**src/rtl/ita_act_pkg.sv**
```systemverilog
// Shared types for the activation sequencer: activation modes and the N-lane
// requantized vector carried through the datapath.
package ita_act_pkg;

  localparam int unsigned N_LANES = 4;
  localparam int unsigned ELEM_W  = 8;

  typedef enum logic [1:0] {
    IDENTITY = 2'd0,
    RELU     = 2'd1,
    GELU     = 2'd2
  } activation_e;

  typedef logic signed [N_LANES-1:0][ELEM_W-1:0] requant_oup_t;

endpackage

```
**src/rtl/ita_activation_ctrl.sv**
```systemverilog
// Activation datapath sequencer: credit-based issue, LAT-deep in-flight tracking, FWFT output FIFO.
// Optional perf counters (stall / backpressure) are built when ITA_ACT_CTRL_PERF_EN is defined.
//
// state    | meaning
// ---------+-----------------------------------------------------------
// S_IDLE   | waiting for a tile config; cfg_ready_o high
// S_RUN    | issuing vectors while credit remains and rem_q != 0
// S_DRAIN  | last vector issued; waiting for pipe and FIFO to empty
module ita_activation_ctrl
  import ita_act_pkg::*;
#(
  parameter int unsigned LAT        = 2,
  parameter int unsigned FIFO_DEPTH = 4,
  parameter int unsigned CNT_W      = 16
) (
  input  logic               clk_i,
  input  logic               rst_i,
  input  logic               cfg_valid_i,
  output logic               cfg_ready_o,
  input  activation_e        cfg_activation_i,
  input  logic [CNT_W-1:0]   cfg_len_i,
  input  logic               in_valid_i,
  output logic               in_ready_o,
  input  requant_oup_t       in_data_i,
  output requant_oup_t       dp_data_o,
  output activation_e        dp_activation_o,
  input  requant_oup_t       dp_data_i,
  output logic               out_valid_o,
  input  logic               out_ready_i,
  output requant_oup_t       out_data_o,
  output logic               busy_o,
  output logic               done_o
`ifdef ITA_ACT_CTRL_PERF_EN
  ,
  output logic [31:0]        perf_stall_o,
  output logic [31:0]        perf_bp_o
`endif
);

  localparam int AW = (FIFO_DEPTH > 1) ? $clog2(FIFO_DEPTH) : 1;
  localparam int CW = $clog2(FIFO_DEPTH + 1);
  localparam int IW = $clog2(LAT + 1);
  localparam int FW = $clog2(FIFO_DEPTH + LAT + 1) + 1;

  localparam logic [1:0] S_IDLE  = 2'd0;
  localparam logic [1:0] S_RUN   = 2'd1;
  localparam logic [1:0] S_DRAIN = 2'd2;

  logic [1:0]       state_q;
  logic [CNT_W-1:0] rem_q;
  logic [LAT-1:0]   pipe_q, pipe_d;
  logic [IW-1:0]    inflight_q, inflight_d;
  logic [CW-1:0]    fifo_count_q, count_d;
  logic [AW-1:0]    wr_ptr_q, rd_ptr_q;
  logic             done_q;
  requant_oup_t     mem_q [FIFO_DEPTH];

  logic          cfg_accept, issue, capture, pop;
  logic [FW-1:0] free;

  function automatic logic [AW-1:0] ptr_inc(input logic [AW-1:0] p);
    return (p == AW'(FIFO_DEPTH - 1)) ? '0 : p + AW'(1);
  endfunction

  assign cfg_ready_o = (state_q == S_IDLE);
  assign cfg_accept  = cfg_valid_i && cfg_ready_o;

  // Credit uses registered occupancy only, so a pop frees a slot one cycle later.
  assign free       = FW'(FIFO_DEPTH) - FW'(fifo_count_q) - FW'(inflight_q);
  assign in_ready_o = (state_q == S_RUN) && (free != '0);
  assign issue      = in_valid_i && in_ready_o;
  assign capture    = pipe_q[LAT-1];

  assign out_valid_o = (fifo_count_q != '0);
  assign pop         = out_valid_o && out_ready_i;
  assign out_data_o  = mem_q[rd_ptr_q];
  assign busy_o      = (state_q != S_IDLE);
  assign done_o      = done_q;

  always_comb begin
    pipe_d[0] = issue;
    for (int i = 1; i < LAT; i++) begin
      pipe_d[i] = pipe_q[i-1];
    end
  end

  always_comb begin
    inflight_d = inflight_q;
    if (issue && !capture) begin
      inflight_d = inflight_q + IW'(1);
    end else if (capture && !issue) begin
      inflight_d = inflight_q - IW'(1);
    end
  end

  always_comb begin
    count_d = fifo_count_q;
    if (capture && !pop) begin
      count_d = fifo_count_q + CW'(1);
    end else if (pop && !capture) begin
      count_d = fifo_count_q - CW'(1);
    end
  end

  always_ff @(posedge clk_i) begin
    if (rst_i) begin
      state_q         <= S_IDLE;
      rem_q           <= '0;
      pipe_q          <= '0;
      inflight_q      <= '0;
      fifo_count_q    <= '0;
      wr_ptr_q        <= '0;
      rd_ptr_q        <= '0;
      dp_data_o       <= '0;
      dp_activation_o <= IDENTITY;
      done_q          <= 1'b0;
    end else begin
      done_q       <= 1'b0;
      pipe_q       <= pipe_d;
      inflight_q   <= inflight_d;
      fifo_count_q <= count_d;
      if (capture) wr_ptr_q <= ptr_inc(wr_ptr_q);
      if (pop)     rd_ptr_q <= ptr_inc(rd_ptr_q);
      if (issue) begin
        dp_data_o <= in_data_i;
        rem_q     <= rem_q - CNT_W'(1);
      end
      case (state_q)
        S_IDLE: begin
          if (cfg_accept) begin
            dp_activation_o <= cfg_activation_i;
            rem_q           <= cfg_len_i;
            if (cfg_len_i != '0) begin
              state_q <= S_RUN;
            end else begin
              done_q <= 1'b1;
            end
          end
        end
        S_RUN: begin
          if (issue && (rem_q == CNT_W'(1))) state_q <= S_DRAIN;
        end
        S_DRAIN: begin
          // Look at next-cycle occupancy so done_o lands right after the final pop.
          if ((inflight_d == '0) && (count_d == '0)) begin
            state_q <= S_IDLE;
            done_q  <= 1'b1;
          end
        end
        default: state_q <= S_IDLE;
      endcase
    end
  end

  always_ff @(posedge clk_i) begin
    if (capture && !rst_i) begin
      mem_q[wr_ptr_q] <= dp_data_i;
    end
  end

`ifdef ITA_ACT_CTRL_PERF_EN
  always_ff @(posedge clk_i) begin
    if (rst_i || cfg_accept) begin
      perf_stall_o <= '0;
      perf_bp_o    <= '0;
    end else begin
      if ((state_q == S_RUN) && in_valid_i && !in_ready_o && (perf_stall_o != '1)) begin
        perf_stall_o <= perf_stall_o + 32'd1;
      end
      if (out_valid_o && !out_ready_i && (perf_bp_o != '1)) begin
        perf_bp_o <= perf_bp_o + 32'd1;
      end
    end
  end
`endif

endmodule

```
**config.mk**
```make
export PLATFORM = sky130hd
export DESIGN_NAME = ita_activation_ctrl
export DESIGN_NICKNAME = d
export VERILOG_FILES = /design/src/rtl/ita_act_pkg.sv /design/src/rtl/ita_activation_ctrl.sv
export SDC_FILE = /design/constraint.sdc
export NUM_CORES = 1
export LEC_CHECK = 0
export ABC_CLOCK_PERIOD_IN_PS = 4100
export BUFFER_PORTS_ARGS = -buffer_cell sky130_fd_sc_hd__buf_4
export CAP_MARGIN = 30
export CORE_UTILIZATION = 50
export CTS_BUF_LIST = sky130_fd_sc_hd__clkbuf_4
export DETAILED_ROUTE_END_ITERATION = 8
export MAX_ROUTING_LAYER = met4
export PLACE_DENSITY_LB_ADDON = 0.3
export SYNTH_ARGS = -nofsm -noshare
export SYNTH_HDL_FRONTEND = slang
export SYNTH_SLANG_ARGS = --single-unit
```
**constraint.sdc**
```tcl
create_clock -name clk_i -period 4.1 [get_ports clk_i]
set_clock_uncertainty 0.2 [all_clocks]
set_input_delay 0.82 -clock clk_i [delete_from_list [all_inputs] [get_ports clk_i]]
set_output_delay 0.82 -clock clk_i [all_outputs]
set_load 0.005 [all_outputs]
```
==> summary.txt <==
Power and ir drop
  – Leakage: roughly 3.4 nW
  – Power per cell area: roughly 470 mW/mm^2
  – Peak VDD IR: between 0.2 and 0.25 mV

STA
  – Highest clock rate: 268 MHz
  – Final Cycle Share: 0.910
  – Worst slew margin: 0.507
  – Final-report hold violation count: 0
  – RSZ-0062 raised after global routing: false
  – Finish-stage setup viols: 0
  – Hold WS: between 0.2 and 0.3 ns
  – Pins Over Slew Limit: 0
  – Final min period: about 3.7 ns
  – TNS Setup: 0 ns
  – Worst slew pin tran: between 0.7 and 0.8 ns

CTS
  – H-tree Lvls: 4
  – Worst-skew pair later-pin latency: ~0.55 ns
  – Post-cts sizing count: 0
  – Root Buffer: clkbuf_4
  – CTS buffer count: 17
  – Clock Path Buffers: 2
  – Worst-path clk slew: 0.14 ns
  – CTS sink count: around 190
  – Post-CTS Setup Repair Bufs: 0
  – TritonCTS clock tree: done
  – CTS Hold Bufs: 0

Synth
  – Post-synth EDFFs: 128
  – Synthesized netlist cell count: 539
  – Area leader, netlist: edfxtp_1
  – Top-area cell type share of the netlist area: 0.497
  – Synth warnings: 0
  – Async SR Flop Fraction: 0
  – Flops & latches, synth: between 150 and 200
  – Yosys cell types: between 50 and 60
  – Dominant synthesized flop cell: edfxtp_1
  – Dominant cells by area after synthesis: edfxtp_1, dfxtp_1, mux4_2
  – Syn avg cell area: 14.4 um^2
  – Post-synth net total: 640
  – Post-synthesis sequential area ratio: 0.668
  – Cell Area, Synth: 0.00773 mm^2

Floorplanning
  – Cell Rows: 45
  – Core area: about 0.015 mm^2
  – Starting density of the core: 0.511
  – Die area: around 0.016 mm^2
  – Die Height: ~130 um
  – # IOs: about 160
  – DIE WIDTH: approximately 130 um

Worst setup path
  – WP data required: approximately 3.1 ns
  – Max incr delay on CP: between 0.4 and 0.5 ns
  – Arr. time, crit path: 2.71 ns
  – CP max FO: 8
  – Crit end category: primary output
  – Crit-path leading delay family: adder cells
  – WP buf/inv: 3
  – Worst path slowest cell: fa_1
  – Crit path launch type: flop
  – Worst path cell trace: inv_1, ha_1, ha_1, fa_1, nor4b_4, buf_4, nor2_1, buf_4
  – Crit path kind: flop to primary output

Global routing
  – Global-route wire length before repair: between 20 and 25 mm
  – Largest net degree at the start of global routing: 66
  – Total GRT Usage: 0.210
  – Number of global-route vias before repair: around 4,900
  – GRT Residual Overflow: 0
  – Antenna violations before repair: 0

Route
  – Via density: ~5.4
  – Number of DRC markers in iteration 0: 382
  – WL/cell: between 15 and 20 um
  – DRC viols: 0
  – WL final: 15.4 mm
  – DRT antenna net count: 0
  – 1st-pass router iterations: 5
  – Routed via count: 4,906

Cells and area
  – Fin util: 0.627
  – # diodes: 0
  – Layout Area Growth over Synthesis: 22.7%
  – Most frequent cells in the layout: buf_4, edfxtp_1, nand2_1
  – Final nets: 804
  – Layout Cells excl Fill: roughly 900
  – Commonest non-fill, non-tap cell in the layout: buf_4
  – Share of layout cells above drive strength 1: 0.345

Worst hold path
  – Min-Delay Path Class: primary input to flop

Run status
  – Outcome: finished, final reports clean

Placement
  – Placed cells: around 870
  – GP Congestion: 0.857
  – Count of input and output buffers: 157
  – Final HPWL DP: approximately 11 mm

Flow run
  – Total of max-cap violations: 0
[state kept, by name (all words and copies together) (netlist names), named ones only]
name	count
mem_q	128
dp_data_o	32
rem_q	16
fifo_count_q	3
dp_activation_o	2
inflight_q	2
pipe_q	2
rd_ptr_q	2
state_q	2
wr_ptr_q	2
done_o	1
[cell type report]
| class | instances | area [um^2] |
|---|---|---|
| clock inverter | 13 | 159 |
| inverter | 14 | 52.6 |
| timing repair buffer | 169 | 1330 |
| sequential | 194 | 5170 |
| fill | 1138 | 5650 |
| clock buffer | 18 | 135 |
| multi-input combinational | 307 | 2420 |
| tap | 188 | 235 |
[path summary, 6_finish.rpt]
kind	to	startpoint	cells past startpoint	slack, ns
max	in_ready_o	fifo_count_q[0]	8	0.37
min	mem_q[3][9]	dp_data_i[9]	1	0.26
max reg2reg	dp_data_o[5]	fifo_count_q[0]	9	0.88
min reg2reg	dp_data_o[13]	dp_data_o[13]	2	0.27
[synthesized netlist by cell type, types with 2 or more instances]
cell type	number
buf_2	6
or4b_1	2
ha_1	13
o211ai_1	2
mux4_2	32
clkbuf_1	15
and3b_1	2
nor3_1	3
and2b_1	2
nand3_1	4
and2_1	6
nand4b_1	3
nor2_1	35
edfxtp_1	128
inv_1	14
nor4_4	2
nand4_1	3
a21oi_1	39
nand2_1	83
xor2_1	8
nand2b_1	3
nand3b_1	3
xnor2_1	12
buf_1	3
o22ai_1	2
nor2b_1	2
a211oi_2	4
dfxtp_1	66
a211oi_1	11
nor4_1	5
or4_1	3
nor3_2	2
[per-layer routing]
layer,up-vias,global-route usage,routed length (um)
met2,173,0.338,7570
li1,2332,-,-
met4,0,0.0546,111
met1,2393,0.268,6840
met3,8,0.0510,874
met5,-,-,0
[metrics by stage]
step / setup WS [ns] / total power [mW] / area (um^2)
2_1_floorplan: 1.05 / 3.03 / 7730
3_3_place_gp: 1.00 / 3.46 / 9170
3_5_place_dp: 0.903 / 3.51 / 9200
4_1_cts: 0.301 / 4.55 / 9490
5_1_grt: 0.189 / 4.74 / 9490
6_report: 0.371 / 4.50 / 9490
[power breakdown]
part	internal, mW	switching [mW]	total (mW)
clock	0.429	0.617	1.05
combinational	0.637	0.531	1.17
sequential	2.17	0.115	2.29
[kinds of logic after synthesis]
family,synth area share
DFF,0.668
adders and majority gates,0.0236
xor gates and xnor gates,0.0226
buffers and inverters,0.0194
muxes,0.0959
AOI/OAI and AO/OA,0.0555
and+or+nand+nor,0.115
(Power assumes the default switching activity.)
